==> config.mk <==
export PLATFORM = sky130hd
export DESIGN_NAME = load_store_unit_flat
export DESIGN_NICKNAME = d
export VERILOG_FILES = /design/src/rtl/lsu_pkg.sv /design/src/rtl/lsu_if.sv /design/src/rtl/load_extend.sv /design/src/rtl/load_store_unit.sv /design/src/flat_wrapper.sv
export SDC_FILE = /design/constraint.sdc
export NUM_CORES = 1
export LEC_CHECK = 0
export BUFFER_PORTS_ARGS = -buffer_cell sky130_fd_sc_hd__buf_4
export CORE_MARGIN = 2
export CORE_UTILIZATION = 45
export CTS_BUF_LIST = sky130_fd_sc_hd__clkbuf_16
export DETAILED_ROUTE_END_ITERATION = 6
export PLACE_DENSITY = 0.71
export SLEW_MARGIN = 10
export SYNTH_ARGS = -nofsm -noshare
export SYNTH_HDL_FRONTEND = slang
export SYNTH_SLANG_ARGS = --single-unit
==> constraint.sdc <==
create_clock -name clk -period 4.5 [get_ports clk]
set_clock_uncertainty 0.2 [all_clocks]
set_input_delay 1.35 -clock clk [delete_from_list [all_inputs] [get_ports clk]]
set_output_delay 1.35 -clock clk [all_outputs]
set_load 0.1 [all_outputs]
==> src/rtl/lsu_pkg.sv <==
// Shared types and helpers for the load/store unit: FSM states, funct3 encodings
// and the byte-enable pattern for a given access size and byte offset.
package lsu_pkg;

  typedef enum logic [1:0] {IDLE, REQ, WAIT, DONE} lsu_state_e;

  localparam logic [2:0] F3_B  = 3'b000;
  localparam logic [2:0] F3_H  = 3'b001;
  localparam logic [2:0] F3_W  = 3'b010;
  localparam logic [2:0] F3_BU = 3'b100;
  localparam logic [2:0] F3_HU = 3'b101;

  // size is funct3[1:0]; the offset k is already known to be aligned for the size
  function automatic logic [3:0] be_for(input logic [1:0] size, input logic [1:0] k);
    logic [3:0] be;
    case (size)
      2'b00:   be = 4'b0001 << k;
      2'b01:   be = 4'b0011 << k;
      default: be = 4'b1111;
    endcase
    return be;
  endfunction

endpackage

==> src/rtl/lsu_if.sv <==
// Word-addressed data-memory port: request/grant for the access, rvalid for read data.
interface lsu_if #(
  parameter int DATA_WIDTH = 32,
  parameter int DM_ADDRESS = 9
);
  logic                  mem_req;
  logic                  mem_we;
  logic [DM_ADDRESS-1:0] mem_addr;
  logic [3:0]            mem_be;
  logic [DATA_WIDTH-1:0] mem_wdata;
  logic                  mem_gnt;
  logic                  mem_rvalid;
  logic [DATA_WIDTH-1:0] mem_rdata;

  modport master (
    output mem_req, mem_we, mem_addr, mem_be, mem_wdata,
    input  mem_gnt, mem_rvalid, mem_rdata
  );

  modport slave (
    input  mem_req, mem_we, mem_addr, mem_be, mem_wdata,
    output mem_gnt, mem_rvalid, mem_rdata
  );
endinterface

==> src/rtl/load_extend.sv <==
// Picks the addressed byte/halfword out of a read word and sign- or zero-extends it.
module load_extend
  import lsu_pkg::*;
#(
  parameter int DATA_WIDTH = 32
) (
  input  logic [DATA_WIDTH-1:0] rdata,
  input  logic [1:0]            k,
  input  logic [2:0]            funct3,
  output logic [DATA_WIDTH-1:0] load_data
);

  logic signed [7:0]  byte_s;
  logic signed [15:0] half_s;

  always_comb begin
    byte_s = rdata[{k, 3'b000} +: 8];
    half_s = rdata[{k[1], 4'b0000} +: 16];
    case (funct3)
      F3_B:    load_data = DATA_WIDTH'(byte_s);
      F3_H:    load_data = DATA_WIDTH'(half_s);
      F3_BU:   load_data = {{(DATA_WIDTH-8){1'b0}}, byte_s};
      F3_HU:   load_data = {{(DATA_WIDTH-16){1'b0}}, half_s};
      default: load_data = rdata;
    endcase
  end

endmodule

==> src/rtl/load_store_unit.sv <==
// Memory stage: latches a load/store from EX, runs the data-memory handshake and
// returns aligned load data with a one-cycle wb_valid, stalling upstream meanwhile.
module load_store_unit
  import lsu_pkg::*;
#(
  parameter int DATA_WIDTH = 32,
  parameter int DM_ADDRESS = 9,
  parameter int TIMEOUT    = 255
) (
  input  logic                  clk,
  input  logic                  reset,
  input  logic                  ex_valid,
  input  logic                  mem_read,
  input  logic                  mem_write,
  input  logic [2:0]            funct3,
  input  logic [DATA_WIDTH-1:0] alu_result,
  input  logic [DATA_WIDTH-1:0] store_data,
  output logic                  stall,
  output logic                  wb_valid,
  output logic [DATA_WIDTH-1:0] load_data,
  output logic                  lsu_err,
  lsu_if.master                 dmem
);

  localparam int CW = $clog2(TIMEOUT + 1);

  lsu_state_e            state_q, state_d;
  logic [CW-1:0]         cnt_q;
  logic [1:0]            k_q;
  logic [DM_ADDRESS-1:0] waddr_q;
  logic [2:0]            f3_q;
  logic [DATA_WIDTH-1:0] sdata_q;
  logic                  store_q;
  logic                  err_q;
  logic [DATA_WIDTH-1:0] load_data_q;
  logic [DATA_WIDTH-1:0] ext_data;
  logic                  accept, f3_legal, misaligned, illegal, timed_out;
  logic                  addr_hi_unused;

  assign addr_hi_unused = ^alu_result[DATA_WIDTH-1:DM_ADDRESS+2];

  assign accept    = ex_valid & (mem_read | mem_write);
  assign timed_out = (cnt_q == CW'(TIMEOUT - 1));

  // Stores only have signed-agnostic sizes, so BU/HU are legal for loads alone
  always_comb begin
    case (funct3)
      F3_B, F3_H, F3_W: f3_legal = 1'b1;
      F3_BU, F3_HU:     f3_legal = ~mem_write;
      default:          f3_legal = 1'b0;
    endcase
    misaligned = ((funct3[1:0] == 2'b01) & alu_result[0]) |
                 ((funct3[1:0] == 2'b10) & (alu_result[1:0] != 2'b00));
    illegal    = (mem_read & mem_write) | ~f3_legal | misaligned;
  end

  load_extend #(.DATA_WIDTH(DATA_WIDTH)) u_load_extend (
    .rdata     (dmem.mem_rdata),
    .k         (k_q),
    .funct3    (f3_q),
    .load_data (ext_data)
  );

  always_comb begin
    state_d = state_q;
    case (state_q)
      IDLE: if (accept) state_d = illegal ? DONE : REQ;
      REQ:  if (dmem.mem_gnt) state_d = store_q ? DONE : WAIT;
      WAIT: if (dmem.mem_rvalid || timed_out) state_d = DONE;
      DONE: state_d = IDLE;
      default: state_d = IDLE;
    endcase
  end

  always_comb begin
    stall          = ((state_q == IDLE) & accept) | (state_q == REQ) | (state_q == WAIT);
    wb_valid       = (state_q == DONE);
    lsu_err        = (state_q == DONE) & err_q;
    load_data      = load_data_q;
    dmem.mem_req   = (state_q == REQ);
    dmem.mem_we    = (state_q == REQ) & store_q;
    dmem.mem_be    = (state_q == REQ) ? be_for(f3_q[1:0], k_q) : 4'b0000;
    dmem.mem_addr  = waddr_q;
    case (f3_q[1:0])
      2'b00:   dmem.mem_wdata = {4{sdata_q[7:0]}};
      2'b01:   dmem.mem_wdata = {2{sdata_q[15:0]}};
      default: dmem.mem_wdata = sdata_q;
    endcase
  end

  // load_data only changes on the transition into DONE and holds otherwise
  always_ff @(posedge clk or posedge reset) begin
    if (reset) begin
      state_q     <= IDLE;
      cnt_q       <= '0;
      k_q         <= '0;
      waddr_q     <= '0;
      f3_q        <= '0;
      sdata_q     <= '0;
      store_q     <= 1'b0;
      err_q       <= 1'b0;
      load_data_q <= '0;
    end else begin
      state_q <= state_d;
      case (state_q)
        IDLE: if (accept) begin
          k_q     <= alu_result[1:0];
          waddr_q <= alu_result[DM_ADDRESS+1:2];
          f3_q    <= funct3;
          sdata_q <= store_data;
          store_q <= mem_write;
          err_q   <= illegal;
          if (illegal) load_data_q <= '0;
        end
        REQ: if (dmem.mem_gnt && store_q) load_data_q <= '0;
        WAIT: begin
          cnt_q <= cnt_q + 1'b1;
          if (dmem.mem_rvalid) begin
            load_data_q <= ext_data;
          end else if (timed_out) begin
            load_data_q <= '0;
            err_q       <= 1'b1;
          end
        end
        DONE: begin
          cnt_q <= '0;
          err_q <= 1'b0;
        end
        default: ;
      endcase
    end
  end

endmodule

==> src/flat_wrapper.sv <==
// flat-port wrapper written by rule: the top's interface ports become plain ports
module load_store_unit_flat import lsu_pkg::*;
#(
  parameter int DATA_WIDTH = 32,
  parameter int DM_ADDRESS = 9,
  parameter int TIMEOUT    = 255
)
  (clk, reset, ex_valid, mem_read, mem_write, funct3, alu_result, store_data, stall, wb_valid, load_data, lsu_err, dmem_mem_req, dmem_mem_we, dmem_mem_addr, dmem_mem_be, dmem_mem_wdata, dmem_mem_gnt, dmem_mem_rvalid, dmem_mem_rdata);
  lsu_if #(.DATA_WIDTH(DATA_WIDTH), .DM_ADDRESS(DM_ADDRESS)) dmem_i ();
  input  logic clk;
  input  logic reset;
  input  logic ex_valid;
  input  logic mem_read;
  input  logic mem_write;
  input  logic [2:0] funct3;
  input  logic [DATA_WIDTH-1:0] alu_result;
  input  logic [DATA_WIDTH-1:0] store_data;
  output logic stall;
  output logic wb_valid;
  output logic [DATA_WIDTH-1:0] load_data;
  output logic lsu_err;
  output wire logic [$bits(dmem_i.mem_req)-1:0] dmem_mem_req;
  output wire logic [$bits(dmem_i.mem_we)-1:0] dmem_mem_we;
  output wire logic [$bits(dmem_i.mem_addr)-1:0] dmem_mem_addr;
  output wire logic [$bits(dmem_i.mem_be)-1:0] dmem_mem_be;
  output wire logic [$bits(dmem_i.mem_wdata)-1:0] dmem_mem_wdata;
  input wire logic [$bits(dmem_i.mem_gnt)-1:0] dmem_mem_gnt;
  input wire logic [$bits(dmem_i.mem_rvalid)-1:0] dmem_mem_rvalid;
  input wire logic [$bits(dmem_i.mem_rdata)-1:0] dmem_mem_rdata;
  assign dmem_mem_req = dmem_i.mem_req;
  assign dmem_mem_we = dmem_i.mem_we;
  assign dmem_mem_addr = dmem_i.mem_addr;
  assign dmem_mem_be = dmem_i.mem_be;
  assign dmem_mem_wdata = dmem_i.mem_wdata;
  assign dmem_i.mem_gnt = dmem_mem_gnt;
  assign dmem_i.mem_rvalid = dmem_mem_rvalid;
  assign dmem_i.mem_rdata = dmem_mem_rdata;
  load_store_unit #(.DATA_WIDTH(DATA_WIDTH), .DM_ADDRESS(DM_ADDRESS), .TIMEOUT(TIMEOUT)) u_core (.clk(clk), .reset(reset), .ex_valid(ex_valid), .mem_read(mem_read), .mem_write(mem_write), .funct3(funct3), .alu_result(alu_result), .store_data(store_data), .stall(stall), .wb_valid(wb_valid), .load_data(load_data), .lsu_err(lsu_err), .dmem(dmem_i));
endmodule
==> flow_metrics.tcl <==
set metrics [dict create \
    grt_pass1_wl_um 19940 \
    synth_top_area_share_pct 46.50 \
    seqCellArea_um2 2252 \
    yosysMostFrequentCell "dfrtp_1" \
    topRoutingLayerUsed "met4" \
    drt_wl_total_um 12750 \
    hold_start "u_core.sdata_q[22]" \
    worst_slew_pin_slew_ns 0.8405 \
    netlist_top_cells_area "dfrtp_1, mux2_2, mux2i_1, o21ai_0, nand2_1" \
    ys_top_cells_by_count "dfrtp_1, mux2_2, o21ai_0" \
    portBuffers 166 \
    synth-simple-area-share_pct 7.569 \
    met3_length_um 1102 \
    start_util_pct 46.71 \
    setup_viol 0 \
    synthCells 426 \
    hold_viol_final 0 \
    worst-path-max-fanout 4 \
    synthFlopType "dfrtp_1" \
    fmax_mhz 277.7 \
    drtAntennaViolNets 0 \
    syn2layout_area_growth_pct 32.83 \
    synth_top_cell_by_area "dfrtp_1" \
    cts_htree_levels 3 \
    period_share_pct 80.03 \
    drt_iter0_drc 145 \
    rsz0062_at_grt "false" \
    clockRootBuffer "clkbuf_16" \
    synth-xor-area-share_pct 0.9042 \
    synth_warnings 0 \
    synth_top_family_by_area "multiplexers" \
    final.setup.tns_ns 0 \
    synth_compound_area_share_pct 10.44 \
    worstSetupStartpointType "primary input" \
    slew_headroom_pct 43.90 \
    met1Wirelength_um 5374 \
    outcome "completed" \
    synth_mux_area_share_pct 27.72 \
    post_drt_wl_per_cell_um 17.90 \
    synthAdderAreaFrac_pct 1.550 \
    min_period_ns 3.601 \
    die_h_um 107.7 \
    drv_cap 0 \
    async_reset_ff_share_pct 100.0 \
    insertion_delay_ns 0.33 \
    hp-class "reg -> reg" \
    r2r-start "u_core.state_q[0]" \
    core_region_area_um2 10370 \
    num_rows 37 \
    cp.required_ns 2.95 \
    drc 0 \
    worstSetupPathType "in -> out" \
    worstSetupEndpointType "output port" \
    setup.worst_path.start "mem_write" \
    top_level_ports 188 \
    firstDrtPassIters 4 \
    ys_seq_area_share_pct 46.50 \
    wl_met2_um 6114 \
    clock_path_buffers 2 \
    diodes 0 \
    multiInputGateArea_um2 2333 \
    layout.nets 684 \
    grt_pass1_vias 3948 \
    syn-num-nets 538 \
    antenna_found_initial 0 \
    cp.arrival_ns 2.05 \
    dp_hpwl_um 9091 \
    slew_viol_final 0 \
    syn_avg_cell_area_um2 11.37 \
    netlist_area_um2 4843 \
    chipWidth_um 107.7 \
    grt_max_degree 48 \
    grt_overflow 0 \
    clk_pin_slew_worst_paths_ns 0.06 \
    ys_seq_elements 90 \
    avgViaCountPerCell 5.427 \
    place_congestion 0.8665 \
    synth_edf_count 0 \
    drive_above_1_share_pct 48.78 \
    cts_buffers 9 \
    clock_sinks 90 \
    cts_setup_buffers 0 \
    grt_use_total_pct 22.07 \
    cts_resized 0 \
    fill_cells 900 \
    die_area_um2 11610 \
    cts_tree "built" \
    hold_buffers 0 \
    synth.distinct_cells 43 \
    dr_total_vias 3864 \
]
[state kept, by name (all words and copies together) (netlist names)]
register and count:
u_core.cnt_q 8, u_core.state_q 2, u_core.k_q 2, u_core.err_q 1, u_core.store_q 1, u_core.dmem.mem_addr 9, u_core.sdata_q 32, u_core.load_data 32
u_core.f3_q 3
[cell families (layout without fill, tap and decap cells)]
logic type	Yosys count	after routing
xor+xnor	5	5
fa+ha+maj	6	6
flops	90	90
buf+inv	54	204
compound gates	75	75
mux	121	121
simple gates	75	75
[cell usage in the layout (no fill, tap or decap), types with 3 or more instances in the layout]
| cell | instances |
|---|---|
| a21oi_1 | 6 |
| and2_1 | 3 |
| buf_4 | 171 |
| clkbuf_16 | 9 |
| dfrtp_1 | 90 |
| ha_1 | 6 |
| inv_1 | 17 |
| mux2_2 | 87 |
| mux2i_1 | 31 |
| nand2_1 | 31 |
| nand4_1 | 4 |
| nor2_1 | 14 |
| nor2b_1 | 9 |
| o21a_1 | 4 |
| o21ai_0 | 28 |
| o21ai_1 | 10 |
| o221a_1 | 7 |
| o221ai_1 | 8 |
| o31ai_1 | 3 |
| or3_1 | 3 |
| xor2_1 | 4 |
[path summary, 6_finish.rpt]
path / endpoint / slack (ns) / cells after the start
setup / recovery: stall / 0.90 / 4
min in group asynchronous: u_core.dmem.mem_addr[0] / 0.96 / 2
hold reg to reg: u_core.sdata_q[22] / 0.31 / 1
setup reg to reg: u_core.load_data[9] / 2.02 / 7
max in group asynchronous: u_core.f3_q[1] / 2.42 / 3
hold / removal: u_core.sdata_q[22] / 0.31 / 1
[metrics by stage]
step / instances / hold WS, ns / setup slack, ns / utilization [%] / area, µm²
2_1_floorplan: 426 / 0.2737 / 0.3596 / - / 4843
3_3_place_gp: 697 / 0.2852 / 0.8924 / 59.06 / 6125
3_5_place_dp: 697 / 0.2929 / 0.8904 / 59.06 / 6125
4_1_cts: 712 / 0.3091 / 0.8881 / 62.04 / 6434
5_1_grt: 712 / 0.3149 / 0.8433 / 62.04 / 6434
6_report: 712 / 0.3056 / 0.8989 / 62.04 / 6434
[area by class of cell]
cell class,instances,area share (%)
Timing Repair Buffer,172,20.26
Clock inverter,6,1.303
Inverter,17,1.011
Sequential cell,90,35.01
Tap cell,136,2.645
Multi-Input combinational cell,282,36.27
Clock buffer,9,3.501
[worst max-delay path, cell delays in order]
cell	delay (ns)
buf_4	0.12
o211ai_1	0.24
nand2_1	0.09
buf_4	0.24
[per-layer routing]
metal | GRT usage [%] | up-vias
li1 | - | 1804
met1 | 28.61 | 1887
met2 | 35.98 | 160
met3 | 6.114 | 13
met4 | 6.685 | 0
met5 | 0 | -
Power is not shown: default switching activity piles up to over one toggle a cycle in this logic, so the estimate is an artifact.
